[config.mk]
export PLATFORM = sky130hd
export DESIGN_NAME = id_ex_pipe_reg
export DESIGN_NICKNAME = d
export VERILOG_FILES = /design/src/rtl/id_ex_pipe_reg.sv
export SDC_FILE = /design/constraint.sdc
export NUM_CORES = 1
export LEC_CHECK = 0
export CORE_AREA = 10 10 97 163
export CTS_CLUSTER_DIAMETER = 150
export DETAILED_ROUTE_END_ITERATION = 8
export DIE_AREA = 0 0 107 173
export PLACE_DENSITY = 0.78
export SLEW_MARGIN = 10
export SYNTH_ARGS = -nofsm -noshare
export SYNTH_HDL_FRONTEND = slang
export SYNTH_SLANG_ARGS = --single-unit
[constraint.sdc]
create_clock -name clk_i -period 2.49 [get_ports clk_i]
set_input_delay 0.249 -clock clk_i [delete_from_list [all_inputs] [get_ports clk_i]]
set_output_delay 0.249 -clock clk_i [all_outputs]
set_load 0.02 [all_outputs]
[src/rtl/id_ex_pipe_reg.sv]
// ID/EX pipeline register with load-use hazard detection and one-cycle bubble insertion.
// Optional bubble counter output enabled by defining ID_EX_BUBBLE_CNT_EN.
module id_ex_pipe_reg #(
    parameter int unsigned DATA_W = 32
) (
    input  logic              clk_i,
    input  logic              rst_i,
    input  logic              mem_stall_i,
    input  logic [DATA_W-1:0] ID_RSdata_i,
    input  logic [DATA_W-1:0] ID_RTdata_i,
    input  logic [DATA_W-1:0] ID_imm_i,
    input  logic [4:0]        ID_RSaddr_i,
    input  logic [4:0]        ID_RTaddr_i,
    input  logic [4:0]        ID_RDaddr_i,
    input  logic              ID_RegWrite_i,
    input  logic              ID_MemtoReg_i,
    input  logic              ID_MemRead_i,
    input  logic              ID_MemWrite_i,
    input  logic              ID_ALUSrc_i,
    input  logic              ID_RegDst_i,
    input  logic [1:0]        ID_ALUOp_i,
    output logic [DATA_W-1:0] EX_RSdata_o,
    output logic [DATA_W-1:0] EX_RTdata_o,
    output logic [DATA_W-1:0] EX_imm_o,
    output logic [4:0]        EX_RSaddr_o,
    output logic [4:0]        EX_RTaddr_o,
    output logic [4:0]        EX_RDaddr_o,
    output logic              EX_RegWrite_o,
    output logic              EX_MemtoReg_o,
    output logic              EX_MemRead_o,
    output logic              EX_MemWrite_o,
    output logic              EX_ALUSrc_o,
    output logic              EX_RegDst_o,
    output logic [1:0]        EX_ALUOp_o,
    output logic              EX_valid_o,
    output logic              hazard_o,
    output logic              pc_write_o,
    output logic              if_id_write_o
`ifdef ID_EX_BUBBLE_CNT_EN
    ,
    output logic [31:0]       bubble_cnt_o
`endif
);

    localparam int unsigned REG_AW  = 5;
    localparam int unsigned ALUOP_W = 2;

    typedef struct packed {
        logic [DATA_W-1:0]  rs_data;
        logic [DATA_W-1:0]  rt_data;
        logic [DATA_W-1:0]  imm;
        logic [REG_AW-1:0]  rs_addr;
        logic [REG_AW-1:0]  rt_addr;
        logic [REG_AW-1:0]  rd_addr;
        logic               reg_write;
        logic               mem_to_reg;
        logic               mem_read;
        logic               mem_write;
        logic               alu_src;
        logic               reg_dst;
        logic [ALUOP_W-1:0] alu_op;
    } id_ex_t;

    id_ex_t id_pl;
    id_ex_t ex_d, ex_q;
    logic   valid_d, valid_q;
    logic   hazard;

    always_comb begin
        id_pl            = '0;
        id_pl.rs_data    = ID_RSdata_i;
        id_pl.rt_data    = ID_RTdata_i;
        id_pl.imm        = ID_imm_i;
        id_pl.rs_addr    = ID_RSaddr_i;
        id_pl.rt_addr    = ID_RTaddr_i;
        id_pl.rd_addr    = ID_RDaddr_i;
        id_pl.reg_write  = ID_RegWrite_i;
        id_pl.mem_to_reg = ID_MemtoReg_i;
        id_pl.mem_read   = ID_MemRead_i;
        id_pl.mem_write  = ID_MemWrite_i;
        id_pl.alu_src    = ID_ALUSrc_i;
        id_pl.reg_dst    = ID_RegDst_i;
        id_pl.alu_op     = ID_ALUOp_i;
    end

    // Load in EX whose destination is a source of the instruction in ID; $0 never hazards.
    always_comb begin
        hazard = ex_q.mem_read & valid_q & (ex_q.rt_addr != '0)
               & ((ex_q.rt_addr == ID_RSaddr_i) | (ex_q.rt_addr == ID_RTaddr_i));
    end

    // Per-cycle update priority: stall holds, hazard bubbles, otherwise load.
    always_comb begin
        ex_d    = ex_q;
        valid_d = valid_q;
        if (!mem_stall_i) begin
            if (hazard) begin
                ex_d    = '0;
                valid_d = 1'b0;
            end else begin
                ex_d    = id_pl;
                valid_d = 1'b1;
            end
        end
    end

    always_ff @(posedge clk_i or negedge rst_i) begin
        if (!rst_i) begin
            ex_q    <= '0;
            valid_q <= 1'b0;
        end else begin
            ex_q    <= ex_d;
            valid_q <= valid_d;
        end
    end

`ifdef ID_EX_BUBBLE_CNT_EN
    localparam int unsigned CNT_W = 32;
    logic [CNT_W-1:0] bubble_cnt_d, bubble_cnt_q;

    always_comb begin
        bubble_cnt_d = bubble_cnt_q;
        if (!mem_stall_i && hazard) begin
            bubble_cnt_d = bubble_cnt_q + CNT_W'(1);
        end
    end

    always_ff @(posedge clk_i or negedge rst_i) begin
        if (!rst_i) begin
            bubble_cnt_q <= '0;
        end else begin
            bubble_cnt_q <= bubble_cnt_d;
        end
    end

    assign bubble_cnt_o = bubble_cnt_q;
`endif

    assign EX_RSdata_o   = ex_q.rs_data;
    assign EX_RTdata_o   = ex_q.rt_data;
    assign EX_imm_o      = ex_q.imm;
    assign EX_RSaddr_o   = ex_q.rs_addr;
    assign EX_RTaddr_o   = ex_q.rt_addr;
    assign EX_RDaddr_o   = ex_q.rd_addr;
    assign EX_RegWrite_o = ex_q.reg_write;
    assign EX_MemtoReg_o = ex_q.mem_to_reg;
    assign EX_MemRead_o  = ex_q.mem_read;
    assign EX_MemWrite_o = ex_q.mem_write;
    assign EX_ALUSrc_o   = ex_q.alu_src;
    assign EX_RegDst_o   = ex_q.reg_dst;
    assign EX_ALUOp_o    = ex_q.alu_op;
    assign EX_valid_o    = valid_q;

    assign hazard_o      = hazard;
    assign pc_write_o    = ~(hazard | mem_stall_i);
    assign if_id_write_o = ~(hazard | mem_stall_i);

endmodule

# After elaboration in Yosys (flattened, before gate mapping)
# Index checks and enable logic that the tools add are counted.
# word_totals
ff_bits	120
latch_bits	0
mem_bits_rw	0
mem_bits_ro	0
in_bits	122
out_inout_bits	123
wordCells	25
mem_count	0
# classes
add_sub_neg	0
multipliers	0
div_mod_pow	0
order_cmp	0
eq_ne	2
shifts	0
n_mux	2
n_bitwise	6
reduce_logical	1
# op_table
op	n
two-way mux 119 bit	1
== test 5 bit	2
nonzero test 5 bit	1
bitwise AND 1 bit	3
OR 1 bit	2
two-way mux 1 bit	1
inverter 1 bit	1

# Logic depth before layout (Yosys ltp)
# depth
depth_word	5
mapped_depth	7

# Worst setup path before layout
# No wires, ideal clock.
# synth_timing
kind	register to output
start	register ex_q (netlist bit EX_RTaddr_o[3])
end	output pc_write_o
arrival_ns	1.889
required_time_ns	2.241
slack_ns	0.352
path_stages_with_launch	6
n_path_buf	1
cell_sequence	dfrtp_1 or4_1 o211ai_2 inv_1 a21oi_1 buf_4
# synth_between
elab_chain_len	5
word_cells_on_any_way	8
classes_between	eq/ne: 2; bitwise: 5; reduce/logical: 1
# synth_rtl
item	line	source
start, declared	65	id_ex_t ex_d, ex_q;
start signal, assigned	109	ex_q <= '0;
start signal, assigned	112	ex_q <= ex_d;
== test 5 bit or nonzero test 5 bit (tied branches)	89, 88	
OR 1 bit or bitwise AND 1 bit (tied branches)	89, 88	
bitwise AND 1 bit (*)	89	& ((ex_q.rt_addr == ID_RSaddr_i) | (ex_q.rt_addr == ID_RTaddr_i));
OR 1 bit (*)	--	
inverter 1 bit (*)	--	
end, declared	37	output logic pc_write_o,
# Every way passes the cells marked *; elsewhere a longest branch is shown, timed or not.

# Final worst setup path
# layout_timing
start	register ex_q (netlist bit EX_RTaddr_o[3])
end	output hazard_o
# layout_between
elab_chain_len	3
word_cells_on_any_way	6
classes_between	eq/ne: 2; bitwise: 3; reduce/logical: 1
# layout_rtl
item	line	source
== test 5 bit or nonzero test 5 bit (tied branches)	89, 88	
OR 1 bit or bitwise AND 1 bit (tied branches)	89, 88	
bitwise AND 1 bit (*)	89	
end, declared	36	output logic hazard_o,
# Marks and branches as above.

==> run_results.csv <==
group,metric,value,unit
routing,ant_nets,0,
clock_tree,cts.sinks,120,
logic_synthesis,synth_seq_cells,120,
sta,setup_slack,0.134,ns
pwr,power.total,6.59,mW
logic_synthesis,synth_top_family_by_area,"multiplexers",
critical_path,cp-end-kind,"output pin",
critical_path,critical_path_class,"register to output pin",
placed_design,dp_cells,806,
sta,rsz0062_at_grt,"false",
critical_path,critPathLaunchType,"register",
logic_synthesis,synth-simple-area-share,0.794,%
sta,clock.fmax,424,MHz
critical_path,path_max_fanout,2,
routing,first_iter_violations,186,
cells_and_area,final-seq-area,3000,µm²
cells_and_area,post-route-util,64.8,%
run_status,status,"finished, final reports clean",
logic_synthesis,synth_seq_area_share,57.7,%
sta,finalHoldViolations,0,
sta,tightest_slew,0.704,ns
sta,max-slew-margin-rel,53.1,%
global_routing,grt_pass1_wl,27300,µm
global_routing,overflow,0,
routing,drc_errors,0,
global_routing,grt_pass1_vias,4707,
die,ioPinCount,245,
clock_tree,clk_pin_slew_worst_paths,0.06,ns
cells_and_area,syn2layout_area_growth,61.1,%
sta,finalCritPeriodShare,94.6,%
clock_tree,cts_tree,"built",
logic_synthesis,synth_cells,422,
die,die_w,107,µm
placed_design,post-place-ws,0.109,ns
logic_synthesis,synthAdderAreaFrac,0,%
run,maxCapViolCount,0,
logic_synthesis,synth_compound_area_share,12.0,%
die,placementRows,55,
routing,drt-pass1-iter-count,4,
die,core_area,12900,µm²
logic_synthesis,synth_cell_types,17,
routing,wl,17300,µm
pwr,p_leak,3.67,nW
placed_design,place.gp.congestion,0.754,
clock_tree,cts_buffer_depth,2,
die,die-area,18500,µm²
clock_tree,cts-buffers-inserted,17,
sta,drv_slew,0,
cells_and_area,drive_gt1_share,7.62,%
cells_and_area,final_net_count,778,
routing,vias_per_cell,5.03,
critical_path,critical_path_arrival,2.11,ns
die,start_util,40.2,%
logic_synthesis,synth_nets,544,
logic_synthesis,yosys_warnings,0,
clock_tree,cts.htree.levels,4,
logic_synthesis,synth_area,5200,µm²
clock_tree,worstSkewPairLatency,0.41,ns
cells_and_area,multi_input_area,1970,µm²
sta,fin_crit,2.36,ns
worst_hold_path,hold_class,"input port to async pin",
routing,wl_per_cell,20.5,µm
cells_and_area,final_cells,842,
global_routing,grt_max_degree,121,
cells_and_area,mostFrequentLayoutCells,"clkdlybuf4s50_1 (239), dfrtp_1 (120), a21oi_1 (120)",
logic_synthesis,synth.avg_cell_area,12.3,µm²
cells_and_area,n_fill_cell,1006,
placed_design,port_buffers,244,
sta,setup_tns,0,ns
pwr,ir_worst_vdd,0.000525,V
cells_and_area,final_common_cell,"clkdlybuf4s50_1",
global_routing,gr-usage-all-layers,18.7,%
die,die_y,173,µm
pwr,powerDensity,787,nW/µm²
routing,vias,4238,
clock_tree,root_buffer,"clkbuf_16",
sta,finClkSkew,0.0123,ns
sta,setup_violations,0,
logic_synthesis,muxShareOfSynthArea,22.9,%
critical_path,cp.required,2.24,ns
placed_design,dp_hpwl,12500,µm
logic_synthesis,yosys.area_share.xor_xnor,1.68,%
global_routing,grt_antenna_before_repair,2,
## what timing repair did
item                                    CTS  global route
hold buffers                              1             0
resized for setup                         8             0
buffers inserted                          0             1
pin swaps                                 0             1
endpoints found under the hold margin    18             0
endpoints found under the setup margin    3             3
## cell type report
class	instances	area share, %
Antenna cell	2	0.0597
Sequential cell	120	35.8
Timing Repair Buffer	256	30.7
Inverter	1	0.0448
Multi-Input combinational cell	260	23.5
Tap cell	171	2.55
Clock buffer	18	5.24
Clock inverter	14	2.06
## final timing paths
path	depth (start not counted)	slack [ns]	to	start
setup / recovery	5	0.13	hazard_o	EX_RTaddr_o[3]
hold / removal	2	0.26	EX_imm_o[11]	rst_i
min in group clk_i	3	0.40	EX_RDaddr_o[0]	mem_stall_i
max in group asynchronous	3	1.35	EX_imm_o[7]	rst_i
setup reg to reg	6	0.42	EX_imm_o[12]	EX_RTaddr_o[3]
hold reg to reg	2	0.55	EX_RTdata_o[12]	EX_RTdata_o[12]
## cell usage after synthesis
master	count	share of area [%]
or4_1	1	0.14
and2_1	1	0.12
o22ai_1	1	0.12
xnor2_1	10	1.7
nor2b_1	1	0.12
buf_2	9	0.87
nand3_1	2	0.19
mux2i_1	119	23
inv_1	1	0.072
clkbuf_1	20	1.4
buf_4	1	0.14
dfrtp_1	120	58
nand2_1	2	0.14
nor2_1	1	0.072
a21oi_1	121	12
buf_6	11	2.4
o211ai_2	1	0.24
## registers in the layout, summed over array words and instances, names as in the netlist, 2 cells and up
name / count
EX_RTdata_o: 32
EX_ALUOp_o: 2
EX_RTaddr_o: 5
EX_RSdata_o: 32
EX_RDaddr_o: 5
EX_RSaddr_o: 5
EX_imm_o: 32
## power breakdown
part | switching (mW) | internal (mW)
clock | 0.939 | 1.61
combinational | 0.881 | 0.822
sequential | 0.142 | 2.20
total | 1.96 | 4.63
## metal layers
| metal | global-route usage, % | vias to the layer above | share of wire, % |
|---|---|---|---|
| met5 | 0 | - | 0 |
| met4 | 6.18 | 0 | 1.9 |
| met3 | 7.67 | 21 | 7.4 |
| met2 | 34.0 | 162 | 55 |
| met1 | 18.4 | 2083 | 35 |
| li1 | - | 1972 | - |
## cell families after synthesis
group / Yosys count
AOI/OAI and AO/OA: 123
xor gates and xnor gates: 10
DFF: 120
and+or+nand+nor: 8
muxes: 119
buffers and inverters: 42
## per-stage QoR
stage / hold WS (ns) / cell area, µm²
2_1_floorplan: -0.0466 / 5200
3_3_place_gp: 0.152 / 7740
3_5_place_dp: 0.153 / 7740
4_1_cts: 0.275 / 8370
5_1_grt: 0.285 / 8380
6_report: 0.264 / 8380
## worst max-delay path, cell delays in order, from the launching register on
cell and delay (ns):
dfrtp_1 0.38, or4_1 0.54, o211ai_2 0.21, inv_1 0.08, and2_1 0.16, dlygate4sd2_1 0.32
No activity file was read; power rests on OpenSTA's default activity.
